===== src/rtl/digital_clock_param.sv =====
// 24-hour BCD clock with a parameterised seconds divider, run/pause, range-checked time and alarm load,
// a 12/24-hour display mapping, an hh:mm alarm and a day-rollover pulse.
module digital_clock_param #(
  parameter int CLK_DIV = 50
) (
  input  logic       master_clk,
  input  logic       reset,
  input  logic       run,
  input  logic       mode_12h,
  input  logic       load,
  input  logic       alarm_load,
  input  logic       alarm_en,
  input  logic [1:0] ld_hours_p1,
  input  logic [3:0] ld_hours_p2,
  input  logic [2:0] ld_minutes_p1,
  input  logic [3:0] ld_minutes_p2,
  input  logic [2:0] ld_seconds_p1,
  input  logic [3:0] ld_seconds_p2,
  output logic [1:0] hours_p1,
  output logic [3:0] hours_p2,
  output logic [2:0] minutes_p1,
  output logic [3:0] minutes_p2,
  output logic [2:0] seconds_p1,
  output logic [3:0] seconds_p2,
  output logic       pm,
  output logic       tick_1hz,
  output logic       alarm_hit,
  output logic       day_wrap,
  output logic       load_err
);

  localparam int DW = (CLK_DIV > 1) ? $clog2(CLK_DIV) : 1;
  localparam logic [DW-1:0] DIV_MAX = DW'(CLK_DIV - 1);

  typedef struct packed {
    logic [1:0] h1;
    logic [3:0] h2;
    logic [2:0] m1;
    logic [3:0] m2;
    logic [2:0] s1;
    logic [3:0] s2;
  } bcd_time_t;

  typedef struct packed {
    logic [1:0] h1;
    logic [3:0] h2;
    logic [2:0] m1;
    logic [3:0] m2;
  } bcd_hm_t;

  function automatic logic hour_ok(input logic [1:0] h1, input logic [3:0] h2);
    return (h2 <= 4'd9) && ((h1 < 2'd2) || ((h1 == 2'd2) && (h2 <= 4'd3)));
  endfunction

  function automatic logic sexa_ok(input logic [2:0] tens, input logic [3:0] units);
    return (tens <= 3'd5) && (units <= 4'd9);
  endfunction

  // Ripple one second through the BCD digits; hours wrap 23 -> 00.
  function automatic bcd_time_t time_inc(input bcd_time_t t);
    bcd_time_t n;
    n = t;
    if (t.s2 != 4'd9) begin
      n.s2 = t.s2 + 4'd1;
    end else begin
      n.s2 = 4'd0;
      if (t.s1 != 3'd5) begin
        n.s1 = t.s1 + 3'd1;
      end else begin
        n.s1 = 3'd0;
        if (t.m2 != 4'd9) begin
          n.m2 = t.m2 + 4'd1;
        end else begin
          n.m2 = 4'd0;
          if (t.m1 != 3'd5) begin
            n.m1 = t.m1 + 3'd1;
          end else begin
            n.m1 = 3'd0;
            if ((t.h1 == 2'd2) && (t.h2 == 4'd3)) begin
              n.h1 = 2'd0;
              n.h2 = 4'd0;
            end else if (t.h2 != 4'd9) begin
              n.h2 = t.h2 + 4'd1;
            end else begin
              n.h2 = 4'd0;
              n.h1 = t.h1 + 2'd1;
            end
          end
        end
      end
    end
    return n;
  endfunction

  logic [DW-1:0] div_q, div_d;
  bcd_time_t     time_q, time_d;
  bcd_hm_t       alarm_q, alarm_d;
  logic          tick_q, tick_d;
  logic          hit_q, hit_d;
  logic          wrap_q, wrap_d;
  logic          err_q, err_d;

  bcd_time_t     ld_time_s;
  bcd_time_t     next_time_s;
  logic          ld_time_ok_s;
  logic          ld_alarm_ok_s;
  logic          tick_due_s;
  logic [4:0]    hr_bin_s;
  logic [4:0]    hr_disp_s;

  // Next-state: a valid load wins outright; otherwise errors/alarm load coexist with the tick.
  always_comb begin
    div_d         = div_q;
    time_d        = time_q;
    alarm_d       = alarm_q;
    tick_d        = 1'b0;
    hit_d         = 1'b0;
    wrap_d        = 1'b0;
    err_d         = 1'b0;
    ld_time_s     = '{h1: ld_hours_p1, h2: ld_hours_p2, m1: ld_minutes_p1,
                      m2: ld_minutes_p2, s1: ld_seconds_p1, s2: ld_seconds_p2};
    ld_alarm_ok_s = hour_ok(ld_hours_p1, ld_hours_p2) && sexa_ok(ld_minutes_p1, ld_minutes_p2);
    ld_time_ok_s  = ld_alarm_ok_s && sexa_ok(ld_seconds_p1, ld_seconds_p2);
    tick_due_s    = run && (div_q == DIV_MAX);
    next_time_s   = time_inc(time_q);

    if (load && ld_time_ok_s) begin
      time_d = ld_time_s;
      div_d  = '0;
    end else begin
      if (load) begin
        err_d = 1'b1;
      end else if (alarm_load) begin
        if (ld_alarm_ok_s) begin
          alarm_d = '{h1: ld_hours_p1, h2: ld_hours_p2, m1: ld_minutes_p1, m2: ld_minutes_p2};
        end else begin
          err_d = 1'b1;
        end
      end else begin
        alarm_d = alarm_q;
      end

      if (tick_due_s) begin
        div_d  = '0;
        time_d = next_time_s;
        tick_d = 1'b1;
        wrap_d = (next_time_s == '0);
        hit_d  = alarm_en &&
                 (next_time_s.h1 == alarm_q.h1) && (next_time_s.h2 == alarm_q.h2) &&
                 (next_time_s.m1 == alarm_q.m1) && (next_time_s.m2 == alarm_q.m2) &&
                 (next_time_s.s1 == 3'd0) && (next_time_s.s2 == 4'd0);
      end else if (run) begin
        div_d = div_q + DW'(1);
      end else begin
        div_d = div_q;
      end
    end
  end

  // State and pulse registers.
  always_ff @(posedge master_clk or negedge reset) begin
    if (!reset) begin
      div_q   <= '0;
      time_q  <= '0;
      alarm_q <= '0;
      tick_q  <= 1'b0;
      hit_q   <= 1'b0;
      wrap_q  <= 1'b0;
      err_q   <= 1'b0;
    end else begin
      div_q   <= div_d;
      time_q  <= time_d;
      alarm_q <= alarm_d;
      tick_q  <= tick_d;
      hit_q   <= hit_d;
      wrap_q  <= wrap_d;
      err_q   <= err_d;
    end
  end

  // Display mapping: internal hours stay 24h; 12h mode only re-labels them.
  always_comb begin
    hr_bin_s = 5'(time_q.h1) * 5'd10 + 5'(time_q.h2);
    if (!mode_12h) begin
      hr_disp_s = hr_bin_s;
    end else if (hr_bin_s == 5'd0) begin
      hr_disp_s = 5'd12;
    end else if (hr_bin_s > 5'd12) begin
      hr_disp_s = hr_bin_s - 5'd12;
    end else begin
      hr_disp_s = hr_bin_s;
    end

    if (hr_disp_s >= 5'd20) begin
      hours_p1 = 2'd2;
      hours_p2 = 4'(hr_disp_s - 5'd20);
    end else if (hr_disp_s >= 5'd10) begin
      hours_p1 = 2'd1;
      hours_p2 = 4'(hr_disp_s - 5'd10);
    end else begin
      hours_p1 = 2'd0;
      hours_p2 = 4'(hr_disp_s);
    end

    pm         = (hr_bin_s >= 5'd12);
    minutes_p1 = time_q.m1;
    minutes_p2 = time_q.m2;
    seconds_p1 = time_q.s1;
    seconds_p2 = time_q.s2;
  end

  assign tick_1hz  = tick_q;
  assign alarm_hit = hit_q;
  assign day_wrap  = wrap_q;
  assign load_err  = err_q;

endmodule


===== config.mk =====
export PLATFORM = sky130hd
export DESIGN_NAME = digital_clock_param
export DESIGN_NICKNAME = d
export VERILOG_FILES = /design/src/rtl/digital_clock_param.sv
export SDC_FILE = /design/constraint.sdc
export NUM_CORES = 1
export LEC_CHECK = 0
export CAP_MARGIN = 25
export CORE_ASPECT_RATIO = 0.8
export CORE_MARGIN = 1.5
export CORE_UTILIZATION = 50
export CTS_BUF_LIST = sky130_fd_sc_hd__clkbuf_8
export DETAILED_ROUTE_END_ITERATION = 8
export GPL_TIMING_DRIVEN = 0
export PLACE_DENSITY = 0.75
export REMOVE_ABC_BUFFERS = 1
export SLEW_MARGIN = 20
export SYNTH_ARGS = -nofsm -noshare
export SYNTH_HDL_FRONTEND = slang
export SYNTH_SLANG_ARGS = --single-unit

===== constraint.sdc =====
create_clock -name master_clk -period 4.4 [get_ports master_clk]
set_input_delay 0.66 -clock master_clk [delete_from_list [all_inputs] [get_ports master_clk]]
set_output_delay 0.66 -clock master_clk [all_outputs]
set_load 0.03 [all_outputs]

==> metrics.yaml, run 1 <==
cts-buffers-inserted: 5
p_int_mw: 1.478
syn2layout_area_growth_pct: 21.65
dieArea_um2: 7313
synthSimpleGateAreaFrac_pct: 23.16
drt_iter0_drc: 129
gr-total-overflow: 0
swShare_pct: 47.05
r2r_slack_ps: 1350
grt_antenna_before_repair: 0
synth_seq_area_share_pct: 31.62
fin_setup_tns_ps: 0
drc: 0
clk_latency_ps: 300
clk_pin_slew_ps: 90
wl_um: 8124
core_area_um2: 6474
skew_ps: 11.32
status: "finished, final reports clean"
synth-edff-count: 0
cts_max_level: 2
critical_path.top_delay_family: "adder cells"
crit_path_end_kind: "primary output"
ir_drop_mv: 0.4294
vias: 2947
reg2regPathDepth: 9
r2r-end: "alarm_hit$_DFF_PN0_"
drt_first_pass_iters: 4
die_w_um: 95.24
layout.nets: 476
utilization_pct: 63.95
fmax_mhz: 232.7
grt_first_pass_wirelength_um: 13680
yosys.area.top_type: "dfrtp_1"
drive_gt1_share_pct: 15.37
slew_headroom_pct: 52.69
critPathKind: "flip-flop to primary output"
path_cells: "ha_4, fa_2, inv_1, ha_2, nor2_2, o311ai_2, nand2_1, mux2i_1, nor2_2, inv_2, ha_4, nor2b_1, a311oi_1, o2bb2ai_1, buf_4"
pin_count: 52
vias_per_cell: 5.667
wl_per_cell_um: 15.62
grt_max_degree: 39
cp_slowest_stage_delay_ps: 640
syn_area_per_cell_um2: 8.529
leakagePower_nw: 1.654
cp.depth: 15
antenna_cells: 0
yosysWarningCount: 0
rows: 26
hold_class: "primary input to asynchronous set/reset pin"
start_util_pct: 52.57
synth_top_area_share_pct: 31.62
pwr-share-seq_pct: 24.9
cts_sinks: 43
muxShareOfSynthArea_pct: 6.544
synth.cell_area_um2: 3403
whs_ps: 350.4
combPwrFrac_pct: 63.9
synth-compound-area-share_pct: 19.67
crit_path_top_delay_cell: "fa_2"
powerDensity_nw_per_um2: 674.4
synth_xor_area_share_pct: 5.404
min_period_ps: 4297
cap_violations: 0
slew_viol_final: 0
synth_top_family_by_area: "simple AND/OR/NAND/NOR gates"
dpl.hpwl_um: 5933
r2r-start: "div_q[1]$_DFFE_PN0P_"
worstMarginPinSlew_ps: 709.7
place_inst: 502
grtUsageTotal_pct: 23.37
hold_viol_final: 0
grt_pass1_vias: 2833
setup_violations: 0
synth_cell_types: 67
io_buffers: 51
final_cell_count_no_fill: 520
cts-root-buf: "clkbuf_8"
tritoncts: "yes"
synth-main-ff-cell: "dfrtp_1"
clock_power_share_pct: 11.2
synthTopCellsByArea: "dfrtp_1, ha_1, o21ai_0"
total_power_mw: 2.792
switching_power_mw: 1.314
path_buf_inv: 3
crit_arrival_ps: 3640
fp.dieH_um: 76.79
finalWeightedCongestion: 0.8412
critPathRequiredTime_ps: 3740
postSynthRegisterBits: 43
synthAdderAreaFrac_pct: 5.368
cts_buffer_depth: 2
async_flop_share_pct: 100.0
start_kind: "flip-flop"
period_share_pct: 97.65
crit_fanout: 6
ant_nets: 0
synthCells: 399
==> cell type report <==
| class | count | area [um^2] |
|---|---|---|
| Timing Repair Buffer | 64 | 631.9 |
| Fill cell | 557 | 2333 |
| Inverter | 20 | 75.07 |
| Sequential cell | 43 | 1079 |
| Tap cell | 84 | 105.1 |
| Clock inverter | 3 | 43.79 |
| Multi-Input combinational cell | 301 | 2137 |
| Clock buffer | 5 | 68.82 |
==> cells in the final DEF (no fill, tap or decap), types with 3 or more instances in the layout <==
cell type | netlist | final
clkdlybuf4s50_1 | 0 | 45
dfrtp_1 | 43 | 41
nand2_1 | 40 | 39
o21ai_0 | 31 | 30
nor2_1 | 25 | 23
a21oi_1 | 20 | 20
inv_1 | 19 | 18
nor3_1 | 16 | 16
buf_4 | 14 | 13
mux2i_1 | 11 | 11
xnor2_1 | 10 | 10
nor2b_1 | 10 | 10
mux2_2 | 10 | 10
xor2_1 | 11 | 10
ha_1 | 13 | 8
nand3_1 | 7 | 7
a31oi_1 | 7 | 7
nand4_1 | 7 | 7
o21ai_1 | 7 | 7
a21o_1 | 5 | 5
clkbuf_8 | 0 | 5
nor3b_1 | 5 | 4
a211oi_1 | 4 | 4
o21a_1 | 3 | 3
nand3b_1 | 3 | 3
and3b_1 | 3 | 3
nor4_1 | 3 | 3
and3_1 | 4 | 3
ha_2 | 0 | 3
==> registers in the layout, indices dropped and copies added, names as in the netlist <==
register,flops
seconds_p2,4
seconds_p1,3
load_err,1
time_q,6
minutes_p1,3
minutes_p2,4
tick_1hz,1
alarm_hit,1
alarm_q,13
div_q,6
day_wrap,1
==> cells by family (layout without fill, tap and decap cells) <==
family                     count (synthesis)  after routing
AOI/OAI and AO/OA                        104            104
xor gates and xnor gates                  21             21
adders and majority gates                 14             14
buffers and inverters                     55             92
DFF                                       43             43
muxes                                     21             21
and+or+nand+nor                          141            141
==> per-layer routing <==
metal | part of all wire, % | vias to the layer above | GRT usage (%) | routed length [um]
met5 | 0 | - | 0 | 0
met2 | 46 | 57 | 36.67 | 3742
met4 | 0.97 | 0 | 5.224 | 79
met3 | 4.2 | 6 | 4.762 | 344
li1 | - | 1488 | - | -
met1 | 49 | 1396 | 32.88 | 3957
==> power by group through the flow <==
stage               logic, mW  registers (mW)  clock network (mW)
floorplan                1.01           0.733                   0
global placement         1.49           0.691                   0
detailed placement       1.54           0.698                   0
CTS                      1.59           0.693               0.322
global route             1.96           0.721               0.338
finish                   1.78           0.694               0.313
==> synthesized netlist by cell type (all sizes together) (2+ instances only) <==
cell	count
buf	24
o31ai	3
nor2	25
o21ai	38
nand4	8
a21oi	21
clkbuf	11
and3	4
dfrtp	43
a211oi	4
nand2b	3
o21a	3
nor2b	10
xnor2	10
and3b	3
nor4	4
and4bb	3
xor2	11
mux2	10
inv	20
ha	13
nor3	17
o221ai	2
a31oi	7
o211ai	2
nand3	8
nand3b	4
a311oi	2
a22oi	2
nand2	41
a21o	5
o22ai	2
and2	2
nor3b	5
mux2i	11
==> how the worst max path moves through the flow <==
stage,from,end
2_1_floorplan,time_q[15]$_DFFE_PN0P_,hours_p2[1]
3_3_place_gp,time_q[15]$_DFFE_PN0P_,hours_p2[1]
3_5_place_dp,time_q[18]$_DFFE_PN0P_,hours_p2[1]
4_1_cts,time_q[15]$_DFFE_PN0P_,hours_p2[1]
5_1_grt,time_q[15]$_DFFE_PN0P_,hours_p2[3]
6_report,time_q[15]$_DFFE_PN0P_,hours_p2[3]
==> through the flow <==
step                worst slack (ps)  cell area, um^2
global route                  -47.47             4140
CTS                            19.18             4035
finish                         103.3             4140
floorplan                     -81.85             3198
detailed placement            -649.4             3874
global placement              -538.4             3814
==> timing repair <==
item | 4_1_cts | 5_1_grt
pin swaps | 3 | 9
cloned | 0 | 0
resized for setup | 27 | 17
hold buffers | 0 | 0
hold endpoints to repair | 0 | 0
setup endpoints to repair | 5 | 5
setup buffers | 5 | 5
(Power assumes the default switching activity.)
==> inputs of run 2 (changes only) <==
--- a/config.mk
+++ b/config.mk
@@ -8,11 +8,10 @@
 export CAP_MARGIN = 25
 export CORE_ASPECT_RATIO = 0.8
 export CORE_MARGIN = 1.5
-export CORE_UTILIZATION = 50
+export CORE_UTILIZATION = 35
 export CTS_BUF_LIST = sky130_fd_sc_hd__clkbuf_8
 export DETAILED_ROUTE_END_ITERATION = 8
 export GPL_TIMING_DRIVEN = 0
-export PLACE_DENSITY = 0.75
 export REMOVE_ABC_BUFFERS = 1
 export SLEW_MARGIN = 20
 export SYNTH_ARGS = -nofsm -noshare
==> metrics.yaml, run 2 (synthesized netlist as in run 1, its figures left out) <==
vias_per_cell: 5.410  # -4.5%
period_share_pct: 97.43  # -0.22 points
worstMarginPinSlew_ps: 749.2  # +39.46 ps
wl_um: 8555  # +5.3%
grtUsageTotal_pct: 16.72  # -6.6 points
whs_ps: 263.1  # -87.27 ps
cts-buffers-inserted: 5  # unchanged
skew_ps: 7.023  # -4.296 ps
switching_power_mw: 1.396  # +6.3%
vias: 3019  # +2.4%
pre_cts_ws_ps: -679.0  # -29.58 ps
drt_iter0_drc: 137  # +6.2%
cts-root-buf: "clkbuf_8"
setup_violations: 0  # unchanged
dieArea_um2: 10330  # +41%
pwr-share-seq_pct: 23.7  # -1.2 points
powerDensity_nw_per_um2: 688.1  # +2.0%
status: "finished, final reports clean"
pin_count: 52  # unchanged
finalWeightedCongestion: 0.8477  # +0.77%
most-common-layout-cells: "clkdlybuf4s50_1, dfrtp_1, nand2_1, o21ai_0, nor2_1"
combPwrFrac_pct: 66.9  # +3.0 points
cts_buffer_depth: 2  # unchanged
drt_first_pass_iters: 4  # unchanged
slew_headroom_pct: 49.84  # -2.8 points
leakagePower_nw: 1.689  # +2.1%
top_register: "alarm_q"
start_kind: "flip-flop"
reg_top3: "alarm_q x13, div_q x6, time_q x6"
r2r_slack_ps: 1350  # about the same
multi_input_area_um2: 2197  # +2.8%
crit_path_end_kind: "primary output"
clk_latency_ps: 320  # +20 ps
fin_setup_tns_ps: 0  # unchanged
dpl.hpwl_um: 6226  # +5.0%
drc: 0  # unchanged
syn2layout_area_growth_pct: 25.11
critPathRequiredTime_ps: 3740  # about the same
largest_register_ffs: 13  # unchanged
io_buffers: 51  # unchanged
grt_pass1_vias: 2868  # +1.2%
antenna_cells: 0  # unchanged
seq_area_um2: 1079  # unchanged
core_area_um2: 9231  # +43%
r2r-start: "div_q[1]$_DFFE_PN0P_"
fillCellCount: 919  # +65%
r2r-end: "alarm_hit$_DFF_PN0_"
grt_max_degree: 38  # -2.6%
fp.dieH_um: 91.20  # +19%
cap_violations: 0  # unchanged
hold_viol_final: 0  # unchanged
swShare_pct: 47.66  # +0.61 points
final_cell_count_no_fill: 558  # +7.3%
wl_per_cell_um: 15.33  # -1.9%
ir_drop_mv: 0.3267  # -24%
cts_sinks: 43  # unchanged
ant_nets: 0  # unchanged
crit_arrival_ps: 3630  # about the same
grt_first_pass_wirelength_um: 14070  # +2.9%
critPathKind: "flip-flop to primary output"
fmax_mhz: 233.3  # +0.23%
drive_gt1_share_pct: 17.16  # +1.8 points
layout.nets: 483  # +1.5%
rows: 31  # +19%
clock_power_share_pct: 9.4  # -1.8 points
clk_pin_slew_ps: 90  # about the same
p_int_mw: 1.534  # +3.7%
tritoncts: "yes"
crit_fanout: 6  # unchanged
die_w_um: 113.2  # +19%
cts_hold_buf: 0  # unchanged
rsz0062_at_grt: "yes"
min_period_ps: 4287  # -9.787 ps
grt_antenna_before_repair: 0  # unchanged
gr-total-overflow: 0  # unchanged
utilization_pct: 46.12  # -18 points
start_util_pct: 36.87  # -16 points
slew_viol_final: 0  # unchanged
setup_slack_ps: 113.1  # +9.787 ps
hold_class: "primary input to asynchronous set/reset pin"
reg2regPathDepth: 9  # unchanged
final_common_cell: "clkdlybuf4s50_1"
cts_max_level: 2  # unchanged
place_inst: 533  # +6.2%
-- run 2: final cells by class --
type	count	area share (%)
well taps	115	3.379
multi-input cells	301	51.60
clock inverters	3	0.5583
flip-flops and latches	43	25.33
repair buffers	71	15.75
inverters	20	1.763
clock buffers	5	1.616
-- run 2: how the worst max path moves through the flow --
stage	startpoint	to	slack (ps)	cells past startpoint
floorplan	time_q[15]$_DFFE_PN0P_	hours_p2[1]	-80	14
global placement	time_q[18]$_DFFE_PN0P_	hours_p2[1]	-570	15
detailed placement	time_q[18]$_DFFE_PN0P_	hours_p2[1]	-680	15
CTS	time_q[18]$_DFFE_PN0P_	hours_p2[1]	3	14
global route	time_q[15]$_DFFE_PN0P_	hours_p2[1]	-110	15
finish	time_q[15]$_DFFE_PN0P_	hours_p2[1]	110	15
-- run 2: per-layer routing --
metal  routed length, um  part of all wire (%)  GRT usage, %  vias up
li1                    -                     -             -     1513
met1                4220                    49         23.85     1429
met2                3910                    46         26.62       69
met3                 355                   4.1         2.603        8
met4                  68                  0.79         3.854        0
met5                   0                     0             0        -
-- run 2: power groups by stage --
stage | clock (mW) | sequential, mW | combinational, mW
6_report | 0.275 | 0.695 | 1.96
5_1_grt | 0.299 | 0.720 | 2.15
4_1_cts | 0.282 | 0.693 | 1.56
3_5_place_dp | 0 | 0.699 | 1.55
3_3_place_gp | 0 | 0.696 | 1.50
2_1_floorplan | 0 | 0.733 | 1.01
-- run 2: critical path, cell delays in order (launching register included) --
cell and delay (ps):
dfrtp_2 470, ha_4 190, fa_2 430, xor2_4 240, ha_4 190, nor2_4 50
o311ai_4 280, nor3b_2 100, a311oi_2 310, inv_1 150, ha_4 190, nand2_4 60
nand2b_4 70, o31ai_4 260, xnor2_1 140, buf_4 180
-- run 2: what timing repair did --
action	CTS	global route
pin swaps	2	13
resized for setup	28	26
setup endpoints to repair	5	5
buffers inserted	3	14
gates cloned	0	0
-- run 2: stage by stage --
step | cell area, um^2 | total power, mW
6_report | 4258 | 2.930
5_1_grt | 4258 | 3.166
4_1_cts | 4023 | 2.535
3_5_place_dp | 3905 | 2.246
3_3_place_gp | 3852 | 2.199
2_1_floorplan | 3198 | 1.740
==> inputs of run 3 (changes only) <==
--- a/config.mk
+++ b/config.mk
@@ -5,7 +5,6 @@
 export SDC_FILE = /design/constraint.sdc
 export NUM_CORES = 1
 export LEC_CHECK = 0
-export CAP_MARGIN = 25
 export CORE_ASPECT_RATIO = 0.8
 export CORE_MARGIN = 1.5
 export CORE_UTILIZATION = 35
==> results of run 3 <==
No change in the layout: final DEF, timing and power equal those of run 2.
